File: config.mk
export PLATFORM = sky130hd
export DESIGN_NAME = imem_loader_flat
export DESIGN_NICKNAME = d
export VERILOG_FILES = /design/src/rtl/imem_loader_pkg.sv /design/src/rtl/imem_loader_if.sv /design/src/rtl/imem_loader.sv /design/src/flat_wrapper.sv
export SDC_FILE = /design/constraint.sdc
export NUM_CORES = 1
export LEC_CHECK = 0
export CAP_MARGIN = 20
export CORE_UTILIZATION = 51
export CTS_BUF_LIST = sky130_fd_sc_hd__clkbuf_16
export CTS_CLUSTER_DIAMETER = 200
export DETAILED_ROUTE_END_ITERATION = 16
export PLACE_DENSITY_LB_ADDON = 0.3
export SYNTH_ARGS = -nofsm -noshare
export SYNTH_HDL_FRONTEND = slang
export SYNTH_SLANG_ARGS = --single-unit
File: constraint.sdc
create_clock -name clk -period 2.5 [get_ports clk]
set_clock_uncertainty 0.05 [all_clocks]
set_input_delay 0.5 -clock clk [delete_from_list [all_inputs] [get_ports clk]]
set_output_delay 0.5 -clock clk [all_outputs]
set_load 0.1 [all_outputs]
File: src/rtl/imem_loader_pkg.sv
//------------------------------------------------------------------------------
// Module   : imem_loader_pkg
// Brief    : Shared types, constants and helpers for the instruction-memory loader.
// Revision : 1.0 - initial release
//------------------------------------------------------------------------------
`default_nettype none

package imem_loader_pkg;

    typedef enum logic [2:0] {
        IDLE   = 3'd0,
        LEN_LO = 3'd1,
        LEN_HI = 3'd2,
        DATA   = 3'd3,
        CHECK  = 3'd4,
        DONE   = 3'd5,
        ERR    = 3'd6
    } loader_state_t;

    localparam int LEN_BYTES = 2;

    // Image length must fit the memory and be a whole number of 32-bit words.
    function automatic logic len_legal(input logic [LEN_BYTES*8-1:0] n,
                                       input logic [LEN_BYTES*8-1:0] max_bytes);
        return (n <= max_bytes) && (n[1:0] == 2'b00);
    endfunction

endpackage

`default_nettype wire

File: src/rtl/imem_loader_if.sv
//------------------------------------------------------------------------------
// Module   : imem_loader_if
// Brief    : Byte-stream input and memory byte-write port of the loader.
// Revision : 1.0 - initial release
//------------------------------------------------------------------------------
`default_nettype none

interface imem_loader_if #(
    parameter int ADDR_W = 64
);
    logic              byte_valid;
    logic [7:0]        byte_data;
    logic              byte_ready;
    logic              wr_en;
    logic [ADDR_W-1:0] wr_addr;
    logic [7:0]        wr_data;

    modport master (
        output byte_valid, byte_data,
        input  byte_ready, wr_en, wr_addr, wr_data
    );

    modport slave (
        input  byte_valid, byte_data,
        output byte_ready, wr_en, wr_addr, wr_data
    );
endinterface

`default_nettype wire

File: src/rtl/imem_loader.sv
//------------------------------------------------------------------------------
// Module   : imem_loader
// Brief    : Loads a length/payload/XOR-checksum framed byte stream into
//            instruction memory and holds the core until a clean image lands.
// Revision : 1.0 - initial release
//------------------------------------------------------------------------------
`default_nettype none

module imem_loader
    import imem_loader_pkg::*;
#(
    parameter int MEM_BYTES = 88,
    parameter int ADDR_W    = 64
) (
    input  wire logic     clk,
    input  wire logic     reset,
    input  wire logic     start,
    imem_loader_if.slave  bus,
    output logic          busy,
    output logic          done,
    output logic          error,
    output logic          core_hold
);

    localparam int                   c_len_w     = LEN_BYTES * 8;
    localparam logic [c_len_w-1:0]   c_mem_bytes = c_len_w'(MEM_BYTES);

    loader_state_t        r_state;
    logic [c_len_w-1:0]   r_len;
    logic [c_len_w-1:0]   r_addr;
    logic [7:0]           r_xor;
    logic                 r_wr_en;
    logic [c_len_w-1:0]   r_wr_addr;
    logic [7:0]           r_wr_data;
    logic                 r_done;
    logic                 r_error;
    logic                 r_core_hold;

    logic                 w_ready;
    logic                 w_xfer;
    logic                 w_start_ok;
    logic [c_len_w-1:0]   w_len;

    always_comb begin
        w_ready    = (r_state == LEN_LO) || (r_state == LEN_HI) ||
                     (r_state == DATA)   || (r_state == CHECK);
        w_xfer     = bus.byte_valid & w_ready;
        w_start_ok = start & ((r_state == IDLE) || (r_state == DONE) || (r_state == ERR));
        w_len      = {bus.byte_data, r_len[7:0]};
    end

    always_ff @(posedge clk) begin
        if (reset) begin
            r_state     <= IDLE;
            r_len       <= '0;
            r_addr      <= '0;
            r_xor       <= '0;
            r_wr_en     <= 1'b0;
            r_wr_addr   <= '0;
            r_wr_data   <= '0;
            r_done      <= 1'b0;
            r_error     <= 1'b0;
            r_core_hold <= 1'b1;
        end else begin
            r_wr_en <= 1'b0;
            if (w_start_ok) begin
                r_state     <= LEN_LO;
                r_addr      <= '0;
                r_xor       <= '0;
                r_done      <= 1'b0;
                r_error     <= 1'b0;
                r_core_hold <= 1'b1;
            end else if (w_xfer) begin
                case (r_state)
                    LEN_LO: begin
                        r_len[7:0] <= bus.byte_data;
                        r_state    <= LEN_HI;
                    end
                    LEN_HI: begin
                        r_len <= w_len;
                        if (!len_legal(w_len, c_mem_bytes)) begin
                            r_state <= ERR;
                            r_error <= 1'b1;
                        end else if (w_len == '0) begin
                            r_state <= CHECK;
                        end else begin
                            r_state <= DATA;
                        end
                    end
                    DATA: begin
                        r_wr_en   <= 1'b1;
                        r_wr_addr <= r_addr;
                        r_wr_data <= bus.byte_data;
                        r_xor     <= r_xor ^ bus.byte_data;
                        r_addr    <= r_addr + 1'b1;
                        if (r_addr == r_len - 1'b1) begin
                            r_state <= CHECK;
                        end
                    end
                    CHECK: begin
                        // Hold is released only on a clean image; a bad one keeps the core parked.
                        if (bus.byte_data == r_xor) begin
                            r_state     <= DONE;
                            r_done      <= 1'b1;
                            r_core_hold <= 1'b0;
                        end else begin
                            r_state <= ERR;
                            r_error <= 1'b1;
                        end
                    end
                    default: r_state <= r_state;
                endcase
            end
        end
    end

    assign bus.byte_ready = w_ready;
    assign bus.wr_en      = r_wr_en;
    assign bus.wr_addr    = ADDR_W'(r_wr_addr);
    assign bus.wr_data    = r_wr_data;
    assign busy           = w_ready;
    assign done           = r_done;
    assign error          = r_error;
    assign core_hold      = r_core_hold;

endmodule

`default_nettype wire

File: src/flat_wrapper.sv
// flat-port wrapper written by rule: the top's interface ports become plain ports
module imem_loader_flat import imem_loader_pkg::*;
#(
    parameter int MEM_BYTES = 88,
    parameter int ADDR_W    = 64
)
  (clk, reset, start, busy, done, error, core_hold, bus_byte_valid, bus_byte_data, bus_byte_ready, bus_wr_en, bus_wr_addr, bus_wr_data);
  imem_loader_if #(.ADDR_W(ADDR_W)) bus_i ();
  input  wire logic clk;
  input  wire logic reset;
  input  wire logic start;
  output logic busy;
  output logic done;
  output logic error;
  output logic core_hold;
  input wire logic [$bits(bus_i.byte_valid)-1:0] bus_byte_valid;
  input wire logic [$bits(bus_i.byte_data)-1:0] bus_byte_data;
  output wire logic [$bits(bus_i.byte_ready)-1:0] bus_byte_ready;
  output wire logic [$bits(bus_i.wr_en)-1:0] bus_wr_en;
  output wire logic [$bits(bus_i.wr_addr)-1:0] bus_wr_addr;
  output wire logic [$bits(bus_i.wr_data)-1:0] bus_wr_data;
  assign bus_i.byte_valid = bus_byte_valid;
  assign bus_i.byte_data = bus_byte_data;
  assign bus_byte_ready = bus_i.byte_ready;
  assign bus_wr_en = bus_i.wr_en;
  assign bus_wr_addr = bus_i.wr_addr;
  assign bus_wr_data = bus_i.wr_data;
  imem_loader #(.MEM_BYTES(MEM_BYTES), .ADDR_W(ADDR_W)) u_core (.clk(clk), .reset(reset), .start(start), .bus(bus_i), .busy(busy), .done(done), .error(error), .core_hold(core_hold));
endmodule
Word-level counts from Yosys, hierarchy flattened
Cells that the tools add are included.
{ "word_totals": {"ramBits": 0, "output_inout_bits": 78, "romBits": 0, "register_bits": 71, "memories": 0, "latch_bits": 0, "input_bits": 12} }
{ "classes": {"n_reduce_logical": 23, "div_mod_pow": 0, "n_addsub": 2, "bitwise_logic": 5, "n_lt_le_gt_ge": 1, "n_shift": 0, "eq_ne": 12, "multipliers": 0, "muxes": 11} }
{ "ops": {"columns": ["op", "count"], "rows": [
  ["AND reduction 3 bit", 6],
  ["adder 16 x 1 -> 16 bit (second input constant)", 1],
  ["== test 16 bit", 1],
  ["<= comparator 16 x 7 -> 1 bit (second input constant)", 1],
  ["zero test 16 bit", 1],
  ["subtractor 16 x 1 -> 16 bit (second input constant)", 1],
  ["case mux 3 bit (4 select lines)", 1],
  ["== test 3 bit (second input constant)", 3],
  ["2-to-1 mux 3 bit", 3],
  ["== test 8 bit", 1],
  ["bitwise XOR 8 bit", 1],
  ["== test 3 x 2 -> 1 bit (second input constant)", 2],
  ["!= test 2 bit (second input constant)", 3],
  ["logical OR 1 bit", 5],
  ["2-to-1 mux 1 bit", 5],
  ["nonzero test 5 bit", 1],
  ["AND reduction 4 bit", 1],
  ["nonzero test 2 bit", 2],
  ["nonzero test 4 bit", 1],
  ["== test 3 x 1 -> 1 bit (second input constant)", 1],
  ["zero test 3 bit", 1],
  ["!= test 3 x 2 -> 1 bit (second input constant)", 1],
  ["OR reduction 3 bit", 1],
  ["AND 1 bit", 2],
  ["7 further kinds", 8]
]} }

Logic depth before layout (Yosys ltp)
{ "logic_depth": {"word_depth": 7, "mapped_depth": 9, "mapped_depth_nobuf": 8} }

Worst setup path before layout
OpenSTA, ideal clock, no wires.
{ "synth_timing": {"path_kind": "reg-to-reg", "start": "reg u_core.r_state[2]", "end": "reg u_core.r_state[0]", "path_buffers": 1, "required_time_ps": 2314, "period_less_slack_ps": 3494, "stages_incl_launch_ff": 7, "setup_ps": 136, "slack_ps": -994, "arrival_time_ps": 3308, "path_cell_list": "dfxtp_1 -> clkbuf_1 -> xnor2_1 -> nand4_1 -> or4_1 -> nor4_2 -> a31oi_1"} }
{ "synth_via": {"elab_chain_len": 7} }
{ "synth_rtl": {"columns": ["element", "line_no", "text"], "rows": [
  ["start: declaration", "imem_loader.sv:28", "loader_state_t r_state;"],
  ["start signal: assignment", "imem_loader.sv:111", "default: r_state <= r_state;"],
  ["== test 3 x 1 -> 1 bit or == test 3 x 2 -> 1 bit (tied branches)", "imem_loader.sv:45", "w_ready = (r_state == LEN_LO) || (r_state == LEN_HI) ||"],
  ["logical OR 1 bit (2 in a row)", "imem_loader.sv:45", null],
  ["logical OR 1 bit (*)", "imem_loader.sv:46", "(r_state == DATA) || (r_state == CHECK);"],
  ["named net bus_byte_ready", "flat_wrapper.sv:18", "output wire logic [$bits(bus_i.byte_ready)-1:0] bus_byte_ready;"],
  ["AND 1 bit (*)", "imem_loader.sv:47", "w_xfer = bus.byte_valid & w_ready;"],
  ["nonzero test 2 bit (no source line) (*)", null, null],
  ["AND reduction 3 bit (no source line) (*)", null, null]
]} }
Mark *: on every way through the listed nets, which the timed path passes. The rest lies on a longest branch. The select of a mux whose other input is x is not followed.
A chain may end at the register's enable or synchronous reset.

Worst setup path in the final report
{ "layout_timing": {"start": "in bus_byte_data[4]", "end": "reg u_core.r_state[0]"} }
{ "layout_via": {"elab_chain_len": 6} }
{ "layout_rtl": {"columns": ["element", "line_no", "text"], "rows": [
  ["start: declaration", "flat_wrapper.sv:17", "input wire logic [$bits(bus_i.byte_data)-1:0] bus_byte_data;"],
  ["<= comparator 16 x 7 -> 1 bit or zero test 16 bit (tied branches)", "imem_loader_pkg.sv:25, imem_loader.sv:84", null],
  ["logical AND 1 bit or 2-to-1 mux 3 bit (tied branches)", "imem_loader_pkg.sv:25, imem_loader.sv:84", null],
  ["2-to-1 mux 3 bit", "imem_loader.sv:81", "if (!len_legal(w_len, c_mem_bytes)) begin"],
  ["case mux 3 bit (4 select lines) (*)", "imem_loader.sv:74", "case (r_state)"],
  ["2-to-1 mux 1 bit (*)", "imem_loader.sv:73", "end else if (w_xfer) begin"],
  ["2-to-1 mux 1 bit (*)", "imem_loader.sv:66", "if (w_start_ok) begin"]
]} }
Every way passes the cells marked *; elsewhere a longest branch is shown, timed or not. The select of a mux whose other input is x is not followed.

==> run summary <==
Comb pwr share = 23.5%
Ports = 90
min Tclk post-route = 2360 ps
Reg2Reg Depth = 7
final wirelength = 9140 µm
Synth Area per Inst = 7.98 µm²
antenna violations before repair = 0
post-route clock period utilization = 94.3%
port bufs = 41
largest net degree at the start of global routing = 27
Residual DRC = 0
# H-tree levels = 3
final RePlAce weighted congestion = 0.865
Post-CTS Setup Bufs = 0
post-DP HPWL = 6650 µm
antenna-violating nets left = 0
Worst Setup Start Kind = input port
CP required = 2710 ps
PwrDens = 706 nW/µm²
Via density = 5.30
Reg clk slew, reported paths = 60 ps
FF+latch count, synth = 71
peak per-stage delay on the critical path = 470 ps
Core Region = 7330 µm²
synthesized instance count = 489
WP data arrival = 2570 ps
Total Die Area = 8010 µm²
ys flop type = dfxtp_1
slowest cell on the critical path = clkdlybuf4s50_1
vias in the first global route = 3042
r2r setup slk = 170 ps
part of the power in the clock network = 40.6%
fin. max-slew vios = 0
Power Total = 3.25 mW
Sw Ratio = 32.5%
Max-slew headroom = 63.2%
register area share after synthesis = 36.4%
FP Rows = 31
internal power = 2.20 mW
Root Buffer Master = clkbuf_16
r2r startpoint = u_core.r_len[2]
Reg power frac = 35.9%
Critical Path Sink Type = flop
Hold EP = u_core.done
vias = 3403
status = complete, no violations
worst-path fanout max = 3
drt first pass iters = 5
Hold Startpoint = u_core.done
Setup Crit Path Kind = in -> reg
Hold Crit Class = reg -> reg
Total GRT Usage = 24.7%
Min-Delay Path Depth = 2
number of diodes = 0
Reg2Reg Capture Point = u_core.r_state[2]
RSZ-0062 raised after global routing = no
Lkg Pwr = 1.83 nW
number of synthesized flops with an enable pin = 0
NetSw = 1.06 mW
Final Hold Fails = 0
Hold Slack = 406 ps
Slew @ Worst Pin = 551 ps
Chip Width = 89.5 µm
Initial Util = 53.3%
fmax = 0.424 GHz
Ys Warns = 0
per-cell routed wire length = 14.2 µm
final global-route overflow total = 0
global-route wire length before repair = 14800 µm
maximum VDD drop = 425 µV
clk buf depth = 2
Max Cap Viol = 0
Starting DRT DRC Count = 248
setup violators final = 0
mapped cell area = 3900 µm²
commonest cells after routing, fill and taps aside = 80 x nand2_1, 71 x dfxtp_1, 55 x buf_4
Util after Layout = 62.9%
Setup Total Neg Slack = 0 ps
Final nets = 553
CTS sink cnt = 71
Worst-Skew Late Latency = 330 ps
library cells used by synthesis = 56
share of layout cells above drive strength 1 = 14.5%
worst-path cell chain = clkdlybuf4s50_1 -> nor4b_1 -> o2111ai_1 -> o31ai_2 -> a221oi_1 -> or3_1 -> a31oi_1
async set or reset register ratio after synthesis = 0%
most common cell after layout, fill and taps aside = nand2_1
die height = 89.5 µm
total CTS buffers = 9
CTS tree = done
Synth-to-Final Area Change = 18.1%
==> critical path: cells and delay by family <==
family	cells	cell delay, ps
AO/OA/AOI/OAI	4	840
buffers and inverters	1	470
AND/OR/NAND/NOR	2	760
==> sequential cells by signal (all words and copies together) (netlist names) <==
register / cells
u_core.r_addr: 16
u_core.r_len: 16
u_core.r_wr_addr: 16
u_core.bus.wr_data: 8
u_core.r_xor: 8
u_core.r_state: 3
u_core.bus.wr_en: 1
u_core.core_hold: 1
u_core.done: 1
u_core.error: 1
==> power groups by stage <==
stage	logic [mW]	registers, mW	clock network [mW]
floorplan	0.661	1.19	0
global placement	0.747	1.19	0
detailed placement	0.756	1.19	0
CTS	0.761	1.17	1.33
global route	0.806	1.17	1.38
finish	0.766	1.17	1.32
==> how the worst max path moves through the flow <==
stage,start,to,slack (ps),depth (start not counted)
after floorplan,u_core.r_state[2],u_core.r_state[0],40,6
after global placement,bus_byte_data[6],u_core.r_state[0],-80,7
after detailed placement,bus_byte_data[4],u_core.r_state[0],-150,7
after CTS,bus_byte_data[4],u_core.r_state[0],180,7
after global routing,u_core.r_len[0],u_core.r_state[2],40,8
final,bus_byte_data[4],u_core.r_state[0],140,7
==> synthesized netlist by cell type (4+ instances only) <==
master | number | share of area (%)
nand3_1 | 14 | 1.8
nor3_1 | 6 | 0.77
nor2b_1 | 7 | 1.1
nand4_1 | 8 | 1.3
a21oi_1 | 44 | 5.6
a31oi_1 | 4 | 0.64
mux2i_1 | 6 | 1.5
nand4b_1 | 4 | 0.90
and3_1 | 4 | 0.64
xnor2_1 | 25 | 5.6
clkbuf_1 | 23 | 2.2
buf_4 | 50 | 9.6
nor2_1 | 51 | 4.9
xor2_1 | 26 | 5.8
nand2_1 | 80 | 7.7
inv_1 | 5 | 0.48
o31ai_1 | 4 | 0.77
nor4_1 | 4 | 0.64
dfxtp_1 | 71 | 36
==> metal layers <==
layer	global-route usage (%)	vias to the layer above	share of wire (%)
li1	-	1652	-
met1	32.9	1566	46
met2	38.9	165	46
met3	4.71	20	6.3
met4	11.0	0	2.2
met5	0	-	0
==> repair_timing <==
item	CTS	global route
resized for setup	0	1
setup endpoints to repair	0	1
hold buffers	0	0
==> layout make-up <==
class	count	area [µm²]
fill	634	2720
multi-input combinational	383	2180
sequential	71	1420
timing repair buffer	68	563
clock buffer	9	225
tap	99	124
clock inverter	7	81.3
inverter	5	18.8
==> cells by family (layout without fill, tap and decap cells) <==
family	after synthesis	count (layout)	share of synthesized area, %
buffers and inverters	82	89	12.9
and+or+nand+nor	202	202	25.2
muxes	7	7	1.83
AOI/OAI and AO/OA	72	72	11.2
other	1	48	0.0961
adders and majority gates	3	3	0.962
DFF	71	71	36.4
xor gates and xnor gates	51	51	11.4
==> per-stage QoR <==
| stage | instance area, µm² | cells | worst slack, ps |
|---|---|---|---|
| 3_5_place_dp | 4300 | 626 | -154 |
| 4_1_cts | 4610 | 642 | 175 |
| 5_1_grt | 4610 | 642 | 39.5 |
| 6_report | 4610 | 642 | 144 |
| 3_3_place_gp | 4300 | 626 | -79.6 |
| 2_1_floorplan | 4100 | 536 | 42.5 |
Note: power is estimated with default switching activity, not from simulation.
